--- config.mk ---
export PLATFORM = sky130hd
export DESIGN_NAME = issue_ctrl
export DESIGN_NICKNAME = d
export VERILOG_FILES = /design/src/rtl/arq_pkg.sv /design/src/rtl/issue_ctrl_scoreboard.sv /design/src/rtl/issue_ctrl.sv
export SDC_FILE = /design/constraint.sdc
export NUM_CORES = 1
export LEC_CHECK = 0
export CAP_MARGIN = 20
export CORE_AREA = 2 2 78 80
export DETAILED_ROUTE_END_ITERATION = 10
export DIE_AREA = 0 0 80 82
export MAX_ROUTING_LAYER = met4
export PLACE_DENSITY = 0.79
export SYNTH_ARGS = -nofsm -noshare
export SYNTH_HDL_FRONTEND = slang
export SYNTH_SLANG_ARGS = --single-unit
export TNS_END_PERCENT = 30
--- constraint.sdc ---
create_clock -name clk -period 3.8 [get_ports clk]
set_clock_uncertainty 0.1 [all_clocks]
set_input_delay 1.14 -clock clk [delete_from_list [all_inputs] [get_ports clk]]
set_output_delay 1.14 -clock clk [all_outputs]
set_load 0.05 [all_outputs]
--- src/rtl/arq_pkg.sv ---
// Shared definitions for the issue stage: opcodes, FSM states, register
// geometry and the opcode classifier used by the hazard logic.
package arq_pkg;

    localparam int NUM_REGS  = 8;
    localparam int REG_W     = 3;
    localparam int NUM_BANKS = 2;

    localparam logic [3:0] OP_NOP = 4'h0;
    localparam logic [3:0] OP_STR = 4'h9;
    localparam logic [3:0] OP_BR  = 4'hE;

    typedef enum logic [1:0] {
        RUN,
        BR_WAIT,
        FLUSH
    } issue_state_t;

    // Which operand fields an opcode actually uses.
    typedef struct packed {
        logic rd_sa;
        logic rd_sb;
        logic wr_d;
    } op_class_t;

    // Instruction fields carried through the issue register.
    typedef struct packed {
        logic [3:0]       op;
        logic             cond;
        logic             rvd;
        logic             rvs;
        logic [REG_W-1:0] rnd;
        logic [REG_W-1:0] rnsa;
        logic [REG_W-1:0] rnsb;
    } issue_fields_t;

    function automatic op_class_t classify(input logic [3:0] op);
        op_class_t c;
        case (op)
            OP_NOP:  c = '{rd_sa: 1'b0, rd_sb: 1'b0, wr_d: 1'b0};
            OP_STR:  c = '{rd_sa: 1'b1, rd_sb: 1'b1, wr_d: 1'b0};
            OP_BR:   c = '{rd_sa: 1'b1, rd_sb: 1'b0, wr_d: 1'b0};
            default: c = '{rd_sa: 1'b1, rd_sb: 1'b1, wr_d: 1'b1};
        endcase
        return c;
    endfunction

endpackage

--- src/rtl/issue_ctrl_scoreboard.sv ---
// Pending-write scoreboard: one bit per register in the scalar and vector
// banks. Set by issue, cleared by writeback, with three combinational
// lookup ports for source A, source B and destination.
module scoreboard
    import arq_pkg::*;
(
    input  logic             clk,
    input  logic             rst,
    input  logic             set_en,
    input  logic             set_vec,
    input  logic [REG_W-1:0] set_reg,
    input  logic             clr_en,
    input  logic             clr_vec,
    input  logic [REG_W-1:0] clr_reg,
    input  logic             a_vec,
    input  logic [REG_W-1:0] a_reg,
    output logic             a_pend,
    input  logic             b_vec,
    input  logic [REG_W-1:0] b_reg,
    output logic             b_pend,
    input  logic             d_vec,
    input  logic [REG_W-1:0] d_reg,
    output logic             d_pend
);

    // Index is {bank, register}: bits 0..7 scalar, 8..15 vector.
    logic [NUM_BANKS*NUM_REGS-1:0] pend_q, pend_d;

    // Next-state of the pending array: clear on writeback, then set on issue.
    always_comb begin
        pend_d = pend_q;
        if (clr_en) begin
            pend_d[{clr_vec, clr_reg}] = 1'b0;
        end
        // NOTE: the set is applied after the clear so that an issue and a
        // writeback to the same register in one cycle leaves it pending.
        if (set_en) begin
            pend_d[{set_vec, set_reg}] = 1'b1;
        end
    end

    // Pending-array register with synchronous reset.
    always_ff @(posedge clk) begin
        // NOTE: the array is only 16 flops, so it is reset like any other
        // state; a stale pending bit after reset would deadlock decode.
        if (rst) begin
            pend_q <= '0;
        end else begin
            // NOTE: sequential state is always written with <= so every flop
            // samples pre-edge values regardless of block ordering.
            pend_q <= pend_d;
        end
    end

    assign a_pend = pend_q[{a_vec, a_reg}];
    assign b_pend = pend_q[{b_vec, b_reg}];
    assign d_pend = pend_q[{d_vec, d_reg}];

endmodule

--- src/rtl/issue_ctrl.sv ---
// Issue controller: hazard detection against the pending-write scoreboard,
// branch serialisation FSM, one-cycle issue register and a saturating
// stall counter.
// Optional feature: define ISSUE_CTRL_BYPASS_EN to let a same-cycle
// writeback mask the hazard it resolves.
module issue_ctrl
    import arq_pkg::*;
#(
    parameter int STALL_W = 16
) (
    input  logic               clk,
    input  logic               rst,
    input  logic               dec_valid,
    output logic               dec_ready,
    input  logic [3:0]         dec_op,
    input  logic               dec_cond,
    input  logic               dec_RvD,
    input  logic               dec_RvS,
    input  logic [REG_W-1:0]   dec_RnD,
    input  logic [REG_W-1:0]   dec_RnSA,
    input  logic [REG_W-1:0]   dec_RnSB,
    output logic               iss_valid,
    output logic [3:0]         iss_op,
    output logic               iss_cond,
    output logic               iss_RvD,
    output logic               iss_RvS,
    output logic [REG_W-1:0]   iss_RnD,
    output logic [REG_W-1:0]   iss_RnSA,
    output logic [REG_W-1:0]   iss_RnSB,
    input  logic               wb_valid,
    input  logic               wb_vec,
    input  logic [REG_W-1:0]   wb_reg,
    input  logic               br_done,
    input  logic               br_taken,
    output logic               flush,
    output logic [STALL_W-1:0] stall_cnt
);

    issue_state_t  state_q, state_d;
    issue_fields_t iss_q;
    logic          iss_valid_q;
    logic          flush_q;
    logic [STALL_W-1:0] stall_cnt_q;

    op_class_t cls;
    logic      sa_pend, sb_pend, d_pend;
    logic      sa_byp, sb_byp, d_byp;
    logic      hazard;
    logic      accept;
    logic      is_ctrl;

    assign cls     = classify(dec_op);
    assign is_ctrl = (dec_op == OP_BR) || dec_cond;
    assign accept  = dec_valid && dec_ready;

    scoreboard u_sb (
        .clk     (clk),
        .rst     (rst),
        .set_en  (accept && cls.wr_d),
        .set_vec (dec_RvD),
        .set_reg (dec_RnD),
        .clr_en  (wb_valid),
        .clr_vec (wb_vec),
        .clr_reg (wb_reg),
        .a_vec   (dec_RvS),
        .a_reg   (dec_RnSA),
        .a_pend  (sa_pend),
        .b_vec   (dec_RvS),
        .b_reg   (dec_RnSB),
        .b_pend  (sb_pend),
        .d_vec   (dec_RvD),
        .d_reg   (dec_RnD),
        .d_pend  (d_pend)
    );

`ifdef ISSUE_CTRL_BYPASS_EN
    // A writeback landing this cycle already satisfies the dependency.
    assign sa_byp = wb_valid && (wb_vec == dec_RvS) && (wb_reg == dec_RnSA);
    assign sb_byp = wb_valid && (wb_vec == dec_RvS) && (wb_reg == dec_RnSB);
    assign d_byp  = wb_valid && (wb_vec == dec_RvD) && (wb_reg == dec_RnD);
`else
    assign sa_byp = 1'b0;
    assign sb_byp = 1'b0;
    assign d_byp  = 1'b0;
`endif

    assign hazard = (cls.rd_sa && sa_pend && !sa_byp)
                 || (cls.rd_sb && sb_pend && !sb_byp)
                 || (cls.wr_d  && d_pend  && !d_byp);

    // FSM next-state and decode handshake.
    always_comb begin
        // NOTE: every output of this block gets a default first so no path
        // leaves it unassigned and no latch is inferred.
        state_d   = state_q;
        dec_ready = 1'b0;
        case (state_q)
            RUN: begin
                dec_ready = !hazard;
                if (dec_valid && !hazard && is_ctrl) begin
                    state_d = BR_WAIT;
                end
            end
            BR_WAIT: begin
                if (br_done) begin
                    state_d = br_taken ? FLUSH : RUN;
                end
            end
            FLUSH: begin
                state_d = RUN;
            end
            default: begin
                state_d = RUN;
            end
        endcase
    end

    // FSM state and flush pulse registers; flush is high exactly while in FLUSH.
    always_ff @(posedge clk) begin
        if (rst) begin
            state_q <= RUN;
            flush_q <= 1'b0;
        end else begin
            state_q <= state_d;
            flush_q <= (state_d == FLUSH);
        end
    end

    // Issue register: loads accepted fields, valid only the cycle after accept.
    always_ff @(posedge clk) begin
        if (rst) begin
            iss_valid_q <= 1'b0;
            iss_q       <= '0;
        end else begin
            iss_valid_q <= accept;
            if (accept) begin
                iss_q <= '{op: dec_op, cond: dec_cond, rvd: dec_RvD, rvs: dec_RvS,
                           rnd: dec_RnD, rnsa: dec_RnSA, rnsb: dec_RnSB};
            end
        end
    end

    // Saturating count of cycles where decode is stalled.
    always_ff @(posedge clk) begin
        if (rst) begin
            stall_cnt_q <= '0;
        end else if (dec_valid && !dec_ready && (stall_cnt_q != '1)) begin
            stall_cnt_q <= stall_cnt_q + {{(STALL_W-1){1'b0}}, 1'b1};
        end
    end

    assign iss_valid = iss_valid_q;
    assign iss_op    = iss_q.op;
    assign iss_cond  = iss_q.cond;
    assign iss_RvD   = iss_q.rvd;
    assign iss_RvS   = iss_q.rvs;
    assign iss_RnD   = iss_q.rnd;
    assign iss_RnSA  = iss_q.rnsa;
    assign iss_RnSB  = iss_q.rnsb;
    assign flush     = flush_q;
    assign stall_cnt = stall_cnt_q;

endmodule

; Yosys cells after proc, flatten, opt, wreduce, memory -nomap -nowiden
; Cells that the tools add are included.
; Widths: inputs -> output; s select.
[word_totals]
reg_bits = 52
out_inout_bits = 35
[op_classes]
add_sub_neg = 1
order_cmp = 6
n_bitwise = 3
n_reduce_logical = 18
eq_ne = 5
muxes = 18
[op_table]
columns = cell, count
row1 = $mux 16, 2
row2 = $lt 4x5->1 const B, 4
row3 = $add 16x1->16 const B, 1
row4 = $and 16x16->16, 1
row5 = $ne 16x16->1 const B, 1
row6 = $not 16->16, 1
row7 = $or 16x16->16, 1
row8 = $bmux 1 s4, 3
row9 = $logic_and 1x1->1, 11
row10 = $pmux 3 s3, 1
row11 = $demux 1 s4, 2
row12 = $eq 4x4->1 const B, 2
row13 = $ge 4x1->1 const B, 2
row14 = $mux 1, 6
row15 = $mux 2, 3
row16 = $logic_not 4->1, 1
row17 = $pmux 2 s2, 1
row18 = $logic_or 1x1->1, 3
row19 = $eq 2x1->1 const B, 1
row20 = $eq 2x2->1 const B, 1
row21 = $logic_not 1->1, 2
row22 = $logic_not 2->1, 1

; Longest topological paths before layout
; Gate-level depths: netlist of the first run.
[depth]
word_depth = 11
ltp_mapped = 10
mapped_depth_nobuf = 7

; By module
; From an unflattened synthesis of the first run, not the netlist that was laid out.
[unflattened]
hier_cells = 298
area_unflattened_um2 = 2762.6
[modules_own_cells]
columns = module, area_per_inst_um2, cells_per_inst, n_inst
row1 = issue_ctrl, 1677.9, 194, 1
row2 = scoreboard, 1084.8, 104, 1

; Worst setup path before layout of the first run
; Ideal clock, no wire load.
[synth_timing]
kind = input-to-output
start = input port dec_RnSA[1]
end = output port dec_ready
path_slack_ns = -0.260
t_required_ns = 2.560
n_path_buf = 1
path_stages = 6
t_arrival_ns = 2.820
path_cell_list = buf_6 mux4_2 nand2b_4 o311ai_2 nand4_4 nor2_1
[synth_between]
elab_chain_cells = 7
[synth_rtl]
columns = element, line
row1 = "start, declared", issue_ctrl.sv:20  ; input logic [REG_W-1:0] dec_RnSA,
row2 = $bmux 1 s4, issue_ctrl_scoreboard.sv:55  ; assign a_pend = pend_q[{a_vec, a_reg}];
row3 = $mux 1 (implied by the code), issue_ctrl_scoreboard.sv:55
row4 = $logic_and 1x1->1, issue_ctrl.sv:87  ; assign hazard = (cls.rd_sa && sa_pend && !sa_byp)
row5 = $logic_or 1x1->1, issue_ctrl.sv:88  ; || (cls.rd_sb && sb_pend && !sb_byp)
row6 = $logic_or 1x1->1, issue_ctrl.sv:89  ; || (cls.wr_d && d_pend && !d_byp);
row7 = $logic_not 1->1, issue_ctrl.sv:99  ; dec_ready = !hazard;
row8 = $mux 1, issue_ctrl.sv:97  ; case (state_q)
row9 = "end, declared", issue_ctrl.sv:14  ; output logic dec_ready,
; No other way between the ends. The select of a mux whose other input is x is not followed.

; Final worst setup path of the first run
[layout_timing]
start = input port dec_RvD
end = output port dec_ready
[layout_between]
elab_chain_cells = 6
[layout_rtl]
columns = element, line
row1 = "start, declared", issue_ctrl.sv:17  ; input logic dec_RvD,
row2 = $bmux 1 s4, issue_ctrl_scoreboard.sv:57  ; assign d_pend = pend_q[{d_vec, d_reg}];
row3 = $mux 1 (implied by the code), issue_ctrl_scoreboard.sv:57
row4 = $logic_and 1x1->1, issue_ctrl.sv:89
row5 = $logic_or 1x1->1, issue_ctrl.sv:89
row6 = $logic_not 1->1, issue_ctrl.sv:99
row7 = $mux 1, issue_ctrl.sv:97
; No other way between the ends. The select of a mux whose other input is x is not followed.

==> metrics list, run 1 <==
* Most Crowded Layer GR: met2
- The synthesized netlist contains 54 unique library cells.
- TritonCTS clock tree: done
* Initial core utilization: 49.0%
- In this run the count of I/O pins placed on the die edge is 61.
* Gpl congestion: 0.962
* Share of the yosys chip area belonging to registers: 37.0%
* Antenna diode count: 0
- Worst-case headroom to the max-slew limit: 34.7%
- The routed design has 7120 um of wire.
- Synth area leader: dfxtp_1
* Detail Placement HPWL: 5260 um
- Hold Path Class: flip-flop to flip-flop
- STA puts the critical path data arrival time at 2.48 ns.
- Transition time of the tightest slew-check pin: 0.980 ns
- Setup repair after global routing left no endpoint under its margin.
* Max stage delay on crit path: 0.30 ns
* Synthesized area per cell: 9.14 um2
* Maximum clock rate: 0.269 GHz
- By count the netlist is led by dfxtp_1, mux2i_1, nor2_1, nand2_1, nor2b_1.
- In this run the core area contains 28 standard-cell rows.
- Status: complete, no violations
- For this block, the via count after detailed routing is 2600.
* Final std cells w/o fill: 457
* Element type at the critical path start: input port
* Fraction of layout instances using a drive strength above 1: 17.5%
- Yosys printed 0 warnings.
- Critical path type: input port to primary output
- Predominant post-synthesis flop cell: dfxtp_1
- In the final routed layout, each cell accounts on average for 15.6 um.
- Met1 Resource Use GR: 27.8%
* Clock latency on the worst-skew pair: 0.30 ns
- The core region is 5750 um2.
- Crit path required time: 2.56 ns
- Post-synthesis instance area: 2820 um2
* Met3 Track Usage GR: 4.84%
- Max-cap violations in this run came to 0.
* CTS Buffer Depth: 2
- CTS Buf Count: 5
* Endpoint kind of the worst setup timing path: primary output
- When the netlist entered floorplanning its net count stood at 335.
- Static Leak: 1.42 nW
- VDD sags by at most 258 uV.
- The synthesized design contains 52 register bits.
- CTS built an H-tree with a depth of 2.
- Traced cell by cell, the critical path runs through dlygate4sd2_1, buf_4, nor2b_1, a221oi_1, nand3_1, nand3_2, nor2_4, buf_12.
- Final number of setup-violating endpoints: 0
- Number of synthesized flops with an enable pin: 0
* Global-route usage over all layers: 22.9%
- Min Clock Period, post-route: 3.72 ns
- Number of nets in the finished design: 411
- The first TritonRoute pass finished after 4 iterations.
- The number of global-route vias before repair is 2372.
* Post-cts hold buffer count: 0
* Maximum number of pins on one net before global-route repair: 59
- Area growth from synthesis to layout: 32.1%
* Final critical-path share of the clock period: 97.8%
* First-pass GRT wire length: 11300 um
* Crit path max fanout: 6
- The number of failing hold endpoints at the final stage came to 0.
* Power density of the placed cells: 316 nW/um2
- Post-detailed-route count of antenna-violating nets: 0
- Global routing met2 resource utilization: 38.7%
- Iter 0 DRT Violations: 75
* Share of the core filled with cells in the final layout: 64.7%
- IO Port Bufs: 60
- In the routed design, unresolved DRC markers number 0.
* Root cell of the clock tree: clkbuf_8
* Number of standard cells after synthesis: 308
- The die covers 6560 um2.
- After clock tree synthesis, the clock-pin slew on the worst setup and hold paths is 0.10 ns.
- Width of the die: 80 um
- From bottom edge to top edge, the die measures 82 um.
* Count of clock tree sinks: 52
- Overall overflow remaining after global route: 0
- Most frequent cell after synthesis: dfxtp_1
- Number of antenna violations at the first check in global routing: 0
- Number of cells in the design after placement: 449
- The final-report max-slew violation count came to 0.
- FILL cells: 492
* FFs w/ async S/R, synth: 0%
* Synth top area share: 37.0%
- Ratio of routed vias to standard cells: 5.69
- Yosys attributes the largest share of cell area to dfxtp_1, mux2i_1, nor2_1.
* Worst slack on hold paths: 0.386 ns
- The largest individual stage delay along the critical path comes from the cell dlygate4sd2_1.
## state kept, by name, summed over array words and instances, names as in the netlist
| register | count |
|---|---|
| u_sb.pend_q | 16 |
| iss_op | 4 |
| state_q | 2 |
| iss_RvD | 1 |
| iss_RnSB | 3 |
| iss_RnD | 3 |
| flush | 1 |
| iss_RvS | 1 |
| stall_cnt | 16 |
| iss_valid | 1 |
| iss_cond | 1 |
| iss_RnSA | 3 |
## kinds of logic (layout without fill, tap and decap cells)
group           count (synthesis)  after routing  synth area share [%]
buf+inv                        23             97                  4.62
fa+ha+maj                       1              1                 0.444
mux                            41             41                  16.4
xor+xnor                        1              1                 0.311
simple gates                  132            132                  27.2
compound gates                 58             58                  14.1
flops                          52             52                  37.0
## repair_timing
item	CTS	global route
setup buffers	2	0
pin swaps	9	7
cloned	1	0
gates resized for setup	22	15
setup endpoints to repair	1	1
## stage by stage
step	power [mW]	worst slack, ns	setup TNS, ns	instance area [um2]
floorplan	0.777	0.106	0	2820
global placement	0.890	-0.300	-0.300	3610
detailed placement	0.894	-0.308	-0.308	3610
CTS	1.18	0.000403	0	3750
global route	1.22	0.0106	0	3720
finish	1.18	0.0839	0	3720
## report_power, final
part           switching (mW)  leakage [nW]  internal, mW
Combinational           0.176         0.959         0.134
Clock                   0.169        0.0359         0.119
Sequential             0.0156         0.421         0.563
Total                   0.360          1.42         0.817
## cells in the final DEF (no fill, tap or decap), types with 3 or more instances in the layout
cell type / count
buf_2: 3
inv_1: 6
or4_1: 7
nor3_1: 3
and3_1: 3
buf_12: 3
or3_1: 3
o22ai_1: 10
nand3b_1: 4
nand3_1: 11
a41o_1: 3
nor4_1: 3
nor2b_1: 10
o21ai_1: 9
mux2i_1: 34
mux4_2: 3
buf_4: 22
dlygate4sd2_1: 3
o31ai_1: 8
nand2_1: 25
clkbuf_8: 5
clkdlybuf4s50_1: 46
a21oi_1: 11
nand4_1: 8
dfxtp_1: 52
nand2b_1: 6
o21ai_0: 3
clkbuf_2: 6
nor2_1: 31
## final cells by class
type                            count  area, um2  area share, %
Multi-Input combinational cell    233       1680           45.2
Sequential cell                    52       1040           28.0
Timing Repair Buffer               86        813           21.9
Tap cell                           75       93.8           2.52
Clock buffer                        5       68.8           1.85
Inverter                            6       22.5          0.606
## critical path: cells and delay by family
family / cells / cell delay (ns)
AO/OA/AOI/OAI: 1 / 0.27
AND/OR/NAND/NOR: 4 / 0.43
buffers and inverters: 3 / 0.62
## per-layer routing
layer	share of wire, %	routed length, um
met1	45	3180
met2	48	3420
met3	6.0	430
met4	1.4	97
met5	0	0
## final timing paths
| check | to | slack (ns) | depth (start not counted) | startpoint |
|---|---|---|---|---|
| max | dec_ready | 0.08 | 8 | dec_RvD |
| min | state_q[0]$_SDFF_PP0_ | 0.39 | 1 | state_q[1]$_SDFF_PP0_ |
| max reg2reg | u_sb.pend_q[12]$_SDFF_PP0_ | 1.25 | 9 | u_sb.pend_q[7]$_SDFF_PP0_ |
| min reg2reg | state_q[0]$_SDFF_PP0_ | 0.39 | 1 | state_q[1]$_SDFF_PP0_ |
(Power assumes the default switching activity.)
==> run 2: changes to the inputs <==
==> constraint.sdc (replaced) <==
create_clock -name clk -period 3.95 [get_ports clk]
set_clock_uncertainty 0.1 [all_clocks]
set_input_delay 1.185 -clock clk [delete_from_list [all_inputs] [get_ports clk]]
set_output_delay 1.185 -clock clk [all_outputs]
set_load 0.05 [all_outputs]
==> metrics list, run 2 (synthesis results as in run 1) <==
- Status: complete, no violations (unchanged).
- The number of nets with antenna violations after detailed routing is 0 (unchanged).
- Hold Path Class: flip-flop to flip-flop (unchanged)
- The maximum resistive drop on vdd is 213 uV (was 258 uV).
- The pin count of the biggest net entering global routing came to 59 (unchanged).
- The final-report max-slew violation count is 0 (unchanged).
* Clock-pin slew reported for the worst setup and hold paths after clock tree synthesis: 0.10 ns (about the same)
- The final weighted congestion in routability-driven placement was 0.968 (was 0.962).
- The instance area at placement was 3580 um2 (was 3610 um2).
* Final number of setup-violating endpoints: 0 (unchanged)
- The largest stage delay on the critical path was 0.29 ns (was 0.30 ns).
- Iter 0 DRT Violations: 130 (was 75)
- The die boundary height came to 82 um (unchanged).
* Root cell of the clock tree: clkbuf_8 (unchanged)
- The aggregate global routing overflow is 0 (unchanged).
- The overall power consumption was 1.18 mW (about the same).
* Width of the die: 80 um (unchanged)
- The leading cell type in the layout, fill and taps excluded is dfxtp_1 (unchanged).
- The clock buffer count from CTS came to 5 (unchanged).
- Summed area of non-filler cells in the final layout: 3730 um2 (was 3720 um2)
* Endpoint kind of the worst setup timing path: primary output (unchanged)
- Initial core utilization: 49.0% (unchanged)
- Min Clock Period, post-route: 3.86 ns
- Antenna diode count: 0 (unchanged)
- Final routed DRC violation total: 0 (unchanged)
- Count of H-tree levels built during CTS: 2 (unchanged)
- The clock insertion delay at the later pin of the skew report came to 0.32 ns (was 0.30 ns).
- Global-route usage over all layers: 24.1% (was 22.9%)
- After layout, the worst path uses 97.7% of the clock period.
- The final net count was 407 (was 411).
- Buf/Inv on CP: 3 (unchanged)
* Number of antenna violations at the first check in global routing: 0 (unchanged)
* Core area: 5750 um2 (unchanged)
- The post-detailed-route via-to-cell ratio was 5.79 (was 5.69).
- The detailed-route wire length is 7550 um (was 7120 um).
* Critical-path cell with the highest stage delay: dlygate4sd2_1 (unchanged)
- Timing would allow up to 0.259 GHz.
- The slew at the pin closest to its max-slew limit is 1.01 ns (was 0.980 ns).
* Vias after detailed routing: 2641 (was 2600)
- The worst-path maximum fanout came to 5 (was 6).
- Detail Placement HPWL: 5400 um (was 5260 um)
* Router iterations before antenna repair: 4 (unchanged)
- Static Leak: 1.42 nW (about the same)
* Die Footprint: 6560 um2 (unchanged)
* WP data arrival: 2.57 ns (was 2.48 ns)
- The TritonCTS clock tree is done (unchanged).
- Crit path required time: 2.66 ns (was 2.56 ns)
- The clock net sink count was 52 (unchanged).
- The ratio of total power to cell area was 315 nW/um2 (was 316 nW/um2).
- First-pass GRT wire length: 12100 um (was 11300 um)
- The count of max-cap constraint violations was 0 (unchanged).
- Leading cell types in the layout, fill and taps excluded: dfxtp_1, clkdlybuf4s50_1, mux2i_1, nor2_1, nand2_1 (unchanged)
- The number of rows created at floorplan came to 28 (unchanged).
* Sequence of cells on the critical path: dlygate4sd2_1, nor4_2, buf_4, nor2_1, nand4_1, nand4_4, nor2_4, buf_12 (was dlygate4sd2_1, buf_4, nor2b_1, a221oi_1, nand3_1, nand3_2, nor2_4, buf_12)
- CTS Buffer Depth: 2 (unchanged)
* Top cell family by delay on the critical path: simple AND/OR/NAND/NOR gates (was buffers and inverters)
- The relative area change from synthesis to final layout came to 32.5% (was 32.1%).
- The number of top-level pins is 61 (unchanged).
- The number of failing hold endpoints at the final stage came to 0 (unchanged).
* RSZ-0062 raised after global routing: no (unchanged)
* Fraction of layout instances using a drive strength above 1: 16.0% (was 17.5%)
* IO Port Bufs: 60 (unchanged)
* Worst-case headroom to the max-slew limit: 32.4% (was 34.7%)
- The wire length per cell is 16.6 um (was 15.6 um).
- The number of global-route vias before repair is 2536 (was 2372).
- The critical path launch point type was an input port (unchanged).
* Critical path type: input port to primary output (unchanged)
## run 2: changes by cell type in the layout (fill, tap and decap cells not counted), sizes merged
| cell | change |
|---|---|
| dlygate4sd2 | +6 |
| inv | +1 |
| bufbuf | -1 |
| buf | -4 |
| clkbuf | -5 |
| clkinv | +2 |
## run 2: power by group
group | internal, mW | total [mW] | switching, mW
Clock | 0.130 | 0.323 | 0.193
Sequential | 0.542 | 0.557 | 0.0153
Combinational | 0.125 | 0.296 | 0.171
Total | 0.797 | 1.18 | 0.379
## run 2: per-layer routing
layer  wire [um]  GRT usage (%)
met1        3250           28.5
met2        3600           39.6
met3         484           5.05
met4         222           11.2
met5           0              -
## run 2: repair_timing
action | in CTS | in global routing
hold buffers | 0 | 0
pin swaps | 6 | 4
resized for setup | 24 | 5
buffers inserted | 1 | 1
setup endpoints to repair | 1 | 1
## run 2: final timing paths
check / start / end / slack (ns) / cells past startpoint
max: dec_op[1] / dec_ready / 0.09 / 8
min: state_q[1]$_SDFF_PP0_ / flush$_SDFF_PP0_ / 0.40 / 1
max reg2reg: u_sb.pend_q[4]$_SDFF_PP0_ / u_sb.pend_q[9]$_SDFF_PP0_ / 1.18 / 9
min reg2reg: state_q[1]$_SDFF_PP0_ / flush$_SDFF_PP0_ / 0.40 / 1
## run 2: metrics by stage
stage / hold slack [ns] / std cells / utilization (%) / setup TNS, ns / setup WS, ns
after CTS: 0.399 / 455 / 64.8 / 0 / 0.0108
after floorplan: 0.348 / 308 / - / 0 / 0.0251
final: 0.395 / 456 / 64.9 / 0 / 0.0926
after global placement: 0.367 / 446 / 62.4 / -0.245 / -0.245
after detailed placement: 0.383 / 446 / 62.4 / -0.283 / -0.283
after global routing: 0.421 / 456 / 64.9 / 0 / 0.00180
## run 2: final cells by class
type | count | area [um2]
Fill cell | 492 | 2020
Multi-Input combinational cell | 233 | 1690
Sequential cell | 52 | 1040
Timing Repair Buffer | 82 | 785
Tap cell | 75 | 93.8
Clock buffer | 5 | 68.8
Clock inverter | 3 | 26.3
Inverter | 6 | 22.5
==> run 3: changes to the inputs <==
--- a/config.mk
+++ b/config.mk
@@ -7,8 +7,10 @@
 export LEC_CHECK = 0
 export CAP_MARGIN = 20
 export CORE_AREA = 2 2 78 80
+export CTS_CLUSTER_SIZE = 10
 export DETAILED_ROUTE_END_ITERATION = 10
 export DIE_AREA = 0 0 80 82
+export HOLD_SLACK_MARGIN = 0.03
 export MAX_ROUTING_LAYER = met4
 export PLACE_DENSITY = 0.79
 export SYNTH_ARGS = -nofsm -noshare
==> results of run 3 <==
The final DEF is identical to that of run 2; final timing and power are the same.
